$ cat config.mk
export PLATFORM = sky130hd
export DESIGN_NAME = switch_fabric_5p
export DESIGN_NICKNAME = d
export VERILOG_FILES = /design/src/rtl/switch_fabric_pkg.sv /design/src/rtl/sf_out_port.sv /design/src/rtl/switch_fabric_5p.sv
export SDC_FILE = /design/constraint.sdc
export NUM_CORES = 1
export LEC_CHECK = 0
export CAP_MARGIN = 20
export CORE_MARGIN = 2
export CORE_UTILIZATION = 47
export CTS_CLUSTER_SIZE = 12
export DETAILED_ROUTE_END_ITERATION = 8
export PLACE_DENSITY = 0.81
export SLEW_MARGIN = 20
export SYNTH_ARGS = -nofsm -noshare
export SYNTH_HDL_FRONTEND = slang
export SYNTH_SLANG_ARGS = --single-unit
$ cat constraint.sdc
create_clock -name clk -period 0.82 [get_ports clk]
set_input_delay 0.082 -clock clk [delete_from_list [all_inputs] [get_ports clk]]
set_output_delay 0.082 -clock clk [all_outputs]
set_load 0.005 [all_outputs]
$ cat src/rtl/switch_fabric_pkg.sv
// Shared constants and source-port mapping for the 5-port registered crossbar.
// Optional build macro SWITCH_FABRIC_CFG_CHECK_EN adds a per-port illegal-config flag.
package switch_fabric_pkg;

  localparam int DATA_W_DEF  = 32;
  localparam int NPORT_FIXED = 5;
  localparam int NSRC        = NPORT_FIXED - 1;

  typedef logic [2:0] port_idx_t;

  localparam port_idx_t PORT_A = 3'd0;
  localparam port_idx_t PORT_B = 3'd1;
  localparam port_idx_t PORT_C = 3'd2;
  localparam port_idx_t PORT_D = 3'd3;
  localparam port_idx_t PORT_E = 3'd4;

  // cfg bits walk the other ports alphabetically, skipping the output's own letter
  function automatic port_idx_t src_port(input port_idx_t out_port, input logic [1:0] cfg_bit);
    port_idx_t idx;
    idx = port_idx_t'(cfg_bit);
    if (idx >= out_port) begin
      idx = idx + 3'd1;
    end
    return idx;
  endfunction

endpackage

$ cat src/rtl/sf_out_port.sv
// One crossbar output: 4:1 one-hot mux with illegal-vector suppression, registered; latency 1 cycle.
// No backpressure; samples every cycle. SWITCH_FABRIC_CFG_CHECK_EN adds the registered cfg_err bit.
module sf_out_port
  import switch_fabric_pkg::*;
#(
  parameter int DATA_W = DATA_W_DEF
) (
  input  logic                         clk,
  input  logic                         rst_n,
  input  logic [NSRC-1:0][DATA_W-1:0]  src,
  input  logic [NSRC-1:0]              cfg,
  output logic [DATA_W-1:0]            dout
`ifdef SWITCH_FABRIC_CFG_CHECK_EN
  ,
  output logic                         cfg_err
`endif
);

  logic [DATA_W-1:0] dout_d, dout_q;
  logic [DATA_W-1:0] sel;
  logic              cfg_multi;

  always_comb begin
    sel       = '0;
    cfg_multi = (cfg & (cfg - 4'd1)) != 4'd0;
    for (int b = 0; b < NSRC; b++) begin
      if (cfg[b]) begin
        sel = sel | src[b];
      end
    end
    // more than one select bit: suppress rather than OR the sources together
    dout_d = cfg_multi ? '0 : sel;
  end

  always_ff @(posedge clk or negedge rst_n) begin
    if (!rst_n) begin
      dout_q <= '0;
    end else begin
      dout_q <= dout_d;
    end
  end

  assign dout = dout_q;

`ifdef SWITCH_FABRIC_CFG_CHECK_EN
  logic cfg_err_d, cfg_err_q;

  always_comb begin
    cfg_err_d = cfg_multi;
  end

  always_ff @(posedge clk or negedge rst_n) begin
    if (!rst_n) begin
      cfg_err_q <= 1'b0;
    end else begin
      cfg_err_q <= cfg_err_d;
    end
  end

  assign cfg_err = cfg_err_q;
`endif

endmodule

$ cat src/rtl/switch_fabric_5p.sv
// Five-port registered crossbar (A-E), one-hot source select per output, no loopback; latency 1 cycle.
// No handshake or backpressure. SWITCH_FABRIC_CFG_CHECK_EN adds cfg_err[4:0].
module switch_fabric_5p
  import switch_fabric_pkg::*;
#(
  parameter int DATA_W = DATA_W_DEF,
  parameter int NPORT  = NPORT_FIXED
) (
  input  logic              clk,
  input  logic              rst_n,
  input  logic [DATA_W-1:0] dinA,
  input  logic [DATA_W-1:0] dinB,
  input  logic [DATA_W-1:0] dinC,
  input  logic [DATA_W-1:0] dinD,
  input  logic [DATA_W-1:0] dinE,
  input  logic [3:0]        sf_cfg_vecA,
  input  logic [3:0]        sf_cfg_vecB,
  input  logic [3:0]        sf_cfg_vecC,
  input  logic [3:0]        sf_cfg_vecD,
  input  logic [3:0]        sf_cfg_vecE,
  output logic [DATA_W-1:0] doutA,
  output logic [DATA_W-1:0] doutB,
  output logic [DATA_W-1:0] doutC,
  output logic [DATA_W-1:0] doutD,
  output logic [DATA_W-1:0] doutE
`ifdef SWITCH_FABRIC_CFG_CHECK_EN
  ,
  output logic [4:0]        cfg_err
`endif
);

  if (NPORT != NPORT_FIXED) begin : g_bad_nport
    $error("switch_fabric_5p: NPORT must be 5");
  end

  logic [DATA_W-1:0] din_all  [NPORT_FIXED];
  logic [3:0]        cfg_all  [NPORT_FIXED];
  logic [DATA_W-1:0] dout_all [NPORT_FIXED];

  assign din_all[PORT_A] = dinA;
  assign din_all[PORT_B] = dinB;
  assign din_all[PORT_C] = dinC;
  assign din_all[PORT_D] = dinD;
  assign din_all[PORT_E] = dinE;

  assign cfg_all[PORT_A] = sf_cfg_vecA;
  assign cfg_all[PORT_B] = sf_cfg_vecB;
  assign cfg_all[PORT_C] = sf_cfg_vecC;
  assign cfg_all[PORT_D] = sf_cfg_vecD;
  assign cfg_all[PORT_E] = sf_cfg_vecE;

  for (genvar o = 0; o < NPORT_FIXED; o++) begin : g_port
    logic [NSRC-1:0][DATA_W-1:0] src;

    for (genvar b = 0; b < NSRC; b++) begin : g_src
      assign src[b] = din_all[src_port(port_idx_t'(o), 2'(b))];
    end

    sf_out_port #(.DATA_W(DATA_W)) u_port (
      .clk     (clk),
      .rst_n   (rst_n),
      .src     (src),
      .cfg     (cfg_all[o]),
      .dout    (dout_all[o])
`ifdef SWITCH_FABRIC_CFG_CHECK_EN
      ,
      .cfg_err (cfg_err[o])
`endif
    );
  end

  assign doutA = dout_all[PORT_A];
  assign doutB = dout_all[PORT_B];
  assign doutC = dout_all[PORT_C];
  assign doutD = dout_all[PORT_D];
  assign doutE = dout_all[PORT_E];

endmodule

# Word level (Yosys, flattened, before mapping)
# Index checks and enable logic that the tools add are counted.
# word_totals
out_inout_bits	160
regBits	160
input_bits	182
wordCells	60
# op_classes
add_sub_neg	5
n_bitwise	20
n_mux	25
n_reduce_logical	5
# op_table
op	count
two-way mux 32 bit	25
OR 32 bit	15
bitwise AND 4 bit	5
nonzero test 4 bit	5
subtractor 4 x 1 -> 4 bit (second input constant)	5

# Longest topological paths before layout
# Gate-level depths: netlist of the first run.
# depth
word_depth	8
depth_mapped	4
depth_no_buf	2

# Hierarchy
# Synthesis of the first run repeated with hierarchy kept, for this count alone.
# unflattened
hier_cells	760
area_unflattened_um2	8620.8
# modules_own_cells
module	n_inst	area_each_um2	cells_per_inst
sf_out_port	5	1724.2	152

# Least setup slack after synthesis of the first run
# OpenSTA, ideal clock, no wires.
# synth_path
path_type	input-to-reg
start	in sf_cfg_vecE[0]
end	reg g_port[4].u_port.dout_q[0]
setup_slack_ns	-0.152
arrival_ns	0.890
stages	4
cell_sequence	buf_2 > a211o_4 > buf_6 > a22oi_2
# synth_via
elab_chain_cells	8
elab_cells_between_ends	11
# synth_lines
element	line	text
from (decl)	switch_fabric_5p.sv:20	input logic [3:0] sf_cfg_vecE,
two-way mux 32 bit	sf_out_port.sv:27	if (cfg[b]) begin
OR 32 bit	sf_out_port.sv:28	sel = sel | src[b];
two-way mux 32 bit	sf_out_port.sv:27	
OR 32 bit	sf_out_port.sv:28	
two-way mux 32 bit	sf_out_port.sv:27	
OR 32 bit	sf_out_port.sv:28	
two-way mux 32 bit	sf_out_port.sv:27	
two-way mux 32 bit *	sf_out_port.sv:32	dout_d = cfg_multi ? '0 : sel;
named net g_port[4].u_port.dout_d[0]	sf_out_port.sv:19	logic [DATA_W-1:0] dout_d, dout_q;
to (signal assigned)	sf_out_port.sv:39	dout_q <= dout_d;
to (decl)	sf_out_port.sv:19	
# The timed path passes the listed nets; every way through them passes the cells marked *.

# Final worst setup path of the first run
# layout_path
start	reg g_port[2].u_port.dout_q[19]
end	out doutC[19]
# layout_lines
element	line	text
from (decl)	sf_out_port.sv:19	
from (signal assigned)	sf_out_port.sv:39	
to (decl)	switch_fabric_5p.sv:23	output logic [DATA_W-1:0] doutC,
# No word-level cell between the ends.

==> results of run 1 <==
==> layout by cell type, fill, tap and decap left out, types with 3 or more instances in the layout <==
cell,Yosys,final
clkinvlp_4,0,5
a211o_4,5,9
a22oi_2,150,150
a22oi_1,330,330
dfrtp_1,160,160
buf_12,0,26
clkbuf_16,0,17
diode_2,0,8
buf_4,6,55
buf_6,32,11
clkdlybuf4s50_1,0,160
buf_2,12,170
bufinv_16,0,3
==> routing by layer <==
layer | GRT usage | up-vias | routed length (um)
li1 | - | 3845 | -
met1 | 0.503 | 4820 | 14400
met2 | 0.624 | 1062 | 19100
met3 | 0.142 | 221 | 5950
met4 | 0.191 | 0 | 2380
met5 | 0 | - | 0
==> path summary, 6_finish.rpt <==
path | startpoint | endpoint | slack (ns) | cells past startpoint
min in group asynchronous | rst_n | g_port[3].u_port.dout[9]$_DFF_PN0_ | 0.08 | 2
max in group asynchronous | rst_n | g_port[3].u_port.dout[30]$_DFF_PN0_ | 0.22 | 3
worst min-delay path | sf_cfg_vecC[1] | g_port[2].u_port.dout[31]$_DFF_PN0_ | 0.05 | 3
worst max-delay path | g_port[2].u_port.dout[19]$_DFF_PN0_ | doutC[19] | -0.28 | 1
==> layout make-up <==
cell class	instances	area share
Tap cell	265	0.0255
Clock buffer	21	0.0354
Antenna cell	8	0.00154
Timing Repair Buffer	423	0.271
Sequential cell	160	0.308
Multi-Input combinational cell	490	0.348
Clock inverter	11	0.0118
==> through the flow <==
step / setup TNS, ns / utilization / power [uW] / hold WS [ns]
4_1_cts: -32.25 / 0.671 / 23300 / 0.0437
6_report: -30.82 / 0.673 / 23400 / 0.0530
5_1_grt: -34.63 / 0.672 / 24100 / 0.0748
2_1_floorplan: -18.64 / - / 11800 / -0.214
3_5_place_dp: -52.42 / 0.678 / 15500 / -0.0420
3_3_place_gp: -51.14 / 0.678 / 15400 / -0.0450
==> power breakdown <==
group	switching [uW]	internal (uW)	total (uW)
logic	3260	2830	6080
registers	300	8560	8860
clock network	3480	4980	8460
total	7030	16400	23400
==> timing repair <==
action	in CTS	in global routing
endpoints found under the hold margin	160	0
hold buffers	1	0
endpoints found under the setup margin	160	160
resized for setup	646	5
==> cells by family (layout without fill, tap and decap cells) <==
kind of cell / count (synthesis) / in the layout / share of synthesized area
AO/OA/AOI/OAI: 490 / 490 / 0.489
flip-flops: 160 / 160 / 0.436
buffers and inverters: 110 / 455 / 0.0752
other: 0 / 8 / 0
==> results.tsv, run 1 <==
stage	metric	value	unit
cts	clock_tree.buffer_depth	2	
finish	final_nets	1274	
critical_path	worstPathCellList	buf_2	
synth	syn_area	9180	um^2
floorplan	core_region_area	19300	um^2
grt	grt_pass1_wl	61600	um
cts	tritoncts	built	
critical_path	arrival	1.02	ns
place	hpwl	29300	um
critical_path	worst_ep_required_time	0.74	ns
critical_path	critPathBufInv	1	
drt	num_vias	9948	
synth	netlist_instances	760	
cts	cts.clk_slew.worst_paths	0.07	ns
sta	timing.fmax	0.909	GHz
critical_path	start_kind	flop	
synth	synthTopCellsByArea	dfrtp_1 44%, a22oi_1 27%, a22oi_2 20%	
synth	synthTopCellsByCount	330 x a22oi_1, 160 x dfrtp_1, 150 x a22oi_2	
synth	ys_ff_latch	160	
floorplan	fp.dieW	144	um
worst_hold_path	hp-class	in -> reg	
synth	synth-edff-count	0	
finish	finalNonFillerCells	1378	
cts	cts.sinks	160	
finish	largest_register_ffs	160	
grt	grt_usage	0.403	
critical_path	critical_path_class	reg -> out	
place	place_area	13100	um^2
cts	cts_inserted_buffers	17	
place	port_buffers	341	
critical_path	critPathSlowestCell	dfrtp_1	
floorplan	start_util	0.475	
floorplan	rows	51	
sta	rsz0062_at_grt	true	
power	cellPowerDensity	1800	nW/um^2
drt	wl	41800	um
power	leakagePower	0.00577	uW
sta	finalCritPeriodShare	1.34	
synth	seq_area_frac_synth	0.436	
sta	finalMaxSlewViolations	0	
critical_path	endpoint_kind	primary output	
status	violations	negative setup slack	
grt	grt_max_degree	32	
synth	ys_types	9	
critical_path	cp_slowest_stage_delay	0.44	ns
finish	areaGrowthSynthToFinish	41.7	%
drt	drtIter0Drc	1484	
floorplan	die_h	144	um
cts	cts-root-buf	clkbuf_16	
sta	tightest_slew	0.508	ns
synth	yosysMostFrequentCell	a22oi_1	
grt	grt_pass1_vias	9883	
drt	wire_per_inst	30.3	um
synth	synth_ff_type	dfrtp_1	
critical_path	crit_family	flip-flops	
synth	synth-async-reset-ratio	1.00	
drt	drc_errors	0	
critical_path	cp_max_fo	1	
synth	avgSynthCellArea	12.1	um^2
finish	design_area	13000	um^2
power	ir_worst_vdd	1.59	mV
synth	yosysTopAreaCell	dfrtp_1	
sta	finalHoldViolCount	0	
sta	max-slew-margin-rel	0.662	
finish	fillers	1496	
grt	grt_overflow	0	
status	status	complete, but fails checks	
cts	cts-htree-levels	4	
sta	setup_viol	160	
sta	setup_ws	-0.280	ns
grt	antenna_found_initial	3	
place	dp.cells	1337	
place	gp_congestion	0.940	
finish	final-seq-area	4000	um^2
floorplan	top_level_ports	342	
place	post-place-ws	-0.331	ns
floorplan	die_area	20700	um^2
job	maxCapViolCount	0	
drt	first_pass_iters	8	
finish	multi_input_area	4520	um^2
finish	drive_above_1_share	0.409	
synth	ys_warn_count	0	
synth	synth_top_area_frac	0.436	
cts	postCtsSetupBuffers	0	
sta	period_minus_slack	1.10	ns
drt	ant_nets	0	
synth	syn-num-nets	942	
drt	routed_via_density	7.22	
No activity file was read; power rests on OpenSTA's default activity.
==> run 2, diff against run 1 <==
--- a/config.mk
+++ b/config.mk
@@ -8,7 +8,7 @@
 export CAP_MARGIN = 20
 export CORE_MARGIN = 2
 export CORE_UTILIZATION = 47
-export CTS_CLUSTER_SIZE = 12
+export CTS_BUF_LIST = sky130_fd_sc_hd__clkbuf_4
 export DETAILED_ROUTE_END_ITERATION = 8
 export PLACE_DENSITY = 0.81
 export SLEW_MARGIN = 20
==> results.tsv, run 2 (synthesis gave the netlist of run 1 again) <==
stage	metric	value	unit
place	port_buffers	341	
floorplan	core_region_area	19300	um^2
sta	finalHoldViolCount	17	
cts	cts_hold_buf	3	
place	hpwl	29300	um
finish	final-seq-area	4000	um^2
finish	fillers	1550	
critical_path	critPathBufInv	1	
drt	ant_nets	0	
finish	areaGrowthSynthToFinish	38.6	%
sta	period_minus_slack	1.26	ns
critical_path	critPathSlowestCell	dfrtp_1	
critical_path	cp_slowest_stage_delay	0.45	ns
sta	max-slew-margin-rel	0.670	
cts	cts_inserted_buffers	17	
drt	drc_errors	0	
grt	grt_overflow	0	
cts	cts.clk_slew.worst_paths	0.15	ns
finish	final_nets	1275	
floorplan	fp.dieW	144	um
critical_path	worstPathCellList	buf_2	
sta	timing.fmax	0.794	GHz
drt	drtIter0Drc	1646	
finish	multi_input_area	4530	um^2
grt	grt_pass1_vias	9621	
critical_path	crit_family	flip-flops	
sta	setup_viol	160	
critical_path	endpoint_kind	primary output	
critical_path	cp.depth	1	
worst_hold_path	hp-class	in -> reg	
job	maxCapViolCount	0	
grt	grt_pass1_wl	60400	um
power	ir_worst_vdd	0.906	mV
grt	antenna_found_initial	9	
finish	final_common_cell	a22oi_1	
drt	wl	41100	um
drt	num_vias	9845	
cts	cts.sinks	160	
critical_path	arrival	1.18	ns
drt	wire_per_inst	29.7	um
finish	design_area	12700	um^2
status	violations	negative hold slack, negative setup slack	
drt	routed_via_density	7.11	
sta	hold_ws	-0.130	ns
floorplan	start_util	0.475	
finish	drive_above_1_share	0.410	
sta	finalCritPeriodShare	1.54	
floorplan	top_level_ports	342	
cts	clock_tree.buffer_depth	2	
worst_hold_path	whs_endpoint	g_port[2].u_port.dout[31]$_DFF_PN0_	
critical_path	cp_max_fo	1	
sta	tightest_slew	0.495	ns
grt	grt_max_degree	32	
place	place_area	13100	um^2
floorplan	die_h	144	um
sta	finalMaxSlewViolations	0	
finish	final_cell_mix	329 x a22oi_1, 170 x buf_2, 160 x dfrtp_1, 160 x clkdlybuf4s50_1, 151 x a22oi_2	
status	status	complete, but fails checks	
floorplan	rows	51	
power	cellPowerDensity	1590	nW/um^2
worst_hold_path	min_path_cells	3	
sta	rsz0062_at_grt	true	
sta	setup_ws	-0.440	ns
power	leakagePower	0.00564	uW
finish	largest_register_ffs	160	
place	post-place-ws	-0.331	ns
drt	first_pass_iters	7	
critical_path	start_kind	flop	
critical_path	worst_ep_required_time	0.74	ns
critical_path	critical_path_class	reg -> out	
cts	cts-root-buf	clkbuf_4	
finish	final_util	0.658	
place	gp_congestion	0.940	
floorplan	die_area	20700	um^2
cts	cts-htree-levels	4	
grt	grt_usage	0.394	
worst_hold_path	hold_start	sf_cfg_vecC[1]	
cts	tritoncts	built	
run 2: changes by cell type in the layout (fill, tap and decap cells not counted):
| cell | delta |
|---|---|
| clkbuf_4 | +19 |
| clkbuf_16 | -17 |
| diode_2 | +5 |
| clkbuf_1 | -2 |
| clkbuf_8 | -2 |
| clkinv_1 | +2 |
| a22oi_1 | -1 |
| a22oi_2 | +1 |
| buf_4 | +1 |
run 2: layer usage:
layer / up-vias / track usage / share of wire
met1: 4752 / 0.496 / 0.35
met3: 226 / 0.124 / 0.14
met5: - / 0 / 0
met2: 1014 / 0.617 / 0.46
li1: 3853 / - / -
met4: 0 / 0.190 / 0.054
run 2: where the power goes:
group          leakage, uW  switching, uW  internal [uW]  total (uW)
Sequential         0.00208            298           8550        8850
Combinational      0.00342           3240           2830        6070
Clock             0.000147           3080           2180        5260
run 2: timing repair:
item,in CTS,in global routing
gates cloned,0,0
setup endpoints to repair,160,193
pin swaps,0,2
setup buffers,0,1
resized for setup,646,5
endpoints found under the hold margin,170,16
run 2: how the worst max path moves through the flow:
stage	slack [ns]	to	from
6_report	-0.44	doutB[2]	g_port[1].u_port.dout[2]$_DFF_PN0_
5_1_grt	-0.46	doutB[2]	g_port[1].u_port.dout[2]$_DFF_PN0_
4_1_cts	-0.46	doutB[2]	g_port[1].u_port.dout[2]$_DFF_PN0_
3_5_place_dp	-0.33	g_port[1].u_port.dout[31]$_DFF_PN0_	dinD[31]
3_3_place_gp	-0.32	g_port[2].u_port.dout[15]$_DFF_PN0_	sf_cfg_vecC[3]
2_1_floorplan	-0.13	g_port[1].u_port.dout[11]$_DFF_PN0_	sf_cfg_vecB[1]
run 2: final cells by class:
| cell class | instances | area share |
|---|---|---|
| clock buffer | 19 | 0.0112 |
| antenna | 13 | 0.00256 |
| timing repair buffer | 424 | 0.277 |
| multi-input combinational | 490 | 0.356 |
| sequential | 160 | 0.315 |
| tap | 265 | 0.0261 |
| clock inverter | 13 | 0.0127 |
run 2: per-stage QoR:
| step | TNS, ns | power (uW) | hold slack (ns) | std cells |
|---|---|---|---|---|
| after global placement | -51.14 | 15400 | -0.0450 | 1337 |
| after CTS | -68.37 | 20000 | -0.107 | 1372 |
| final | -59.40 | 20200 | -0.130 | 1384 |
| after detailed placement | -52.42 | 15500 | -0.0420 | 1337 |
| after floorplan | -18.64 | 11800 | -0.214 | 760 |
| after global routing | -64.61 | 20800 | -0.126 | 1377 |
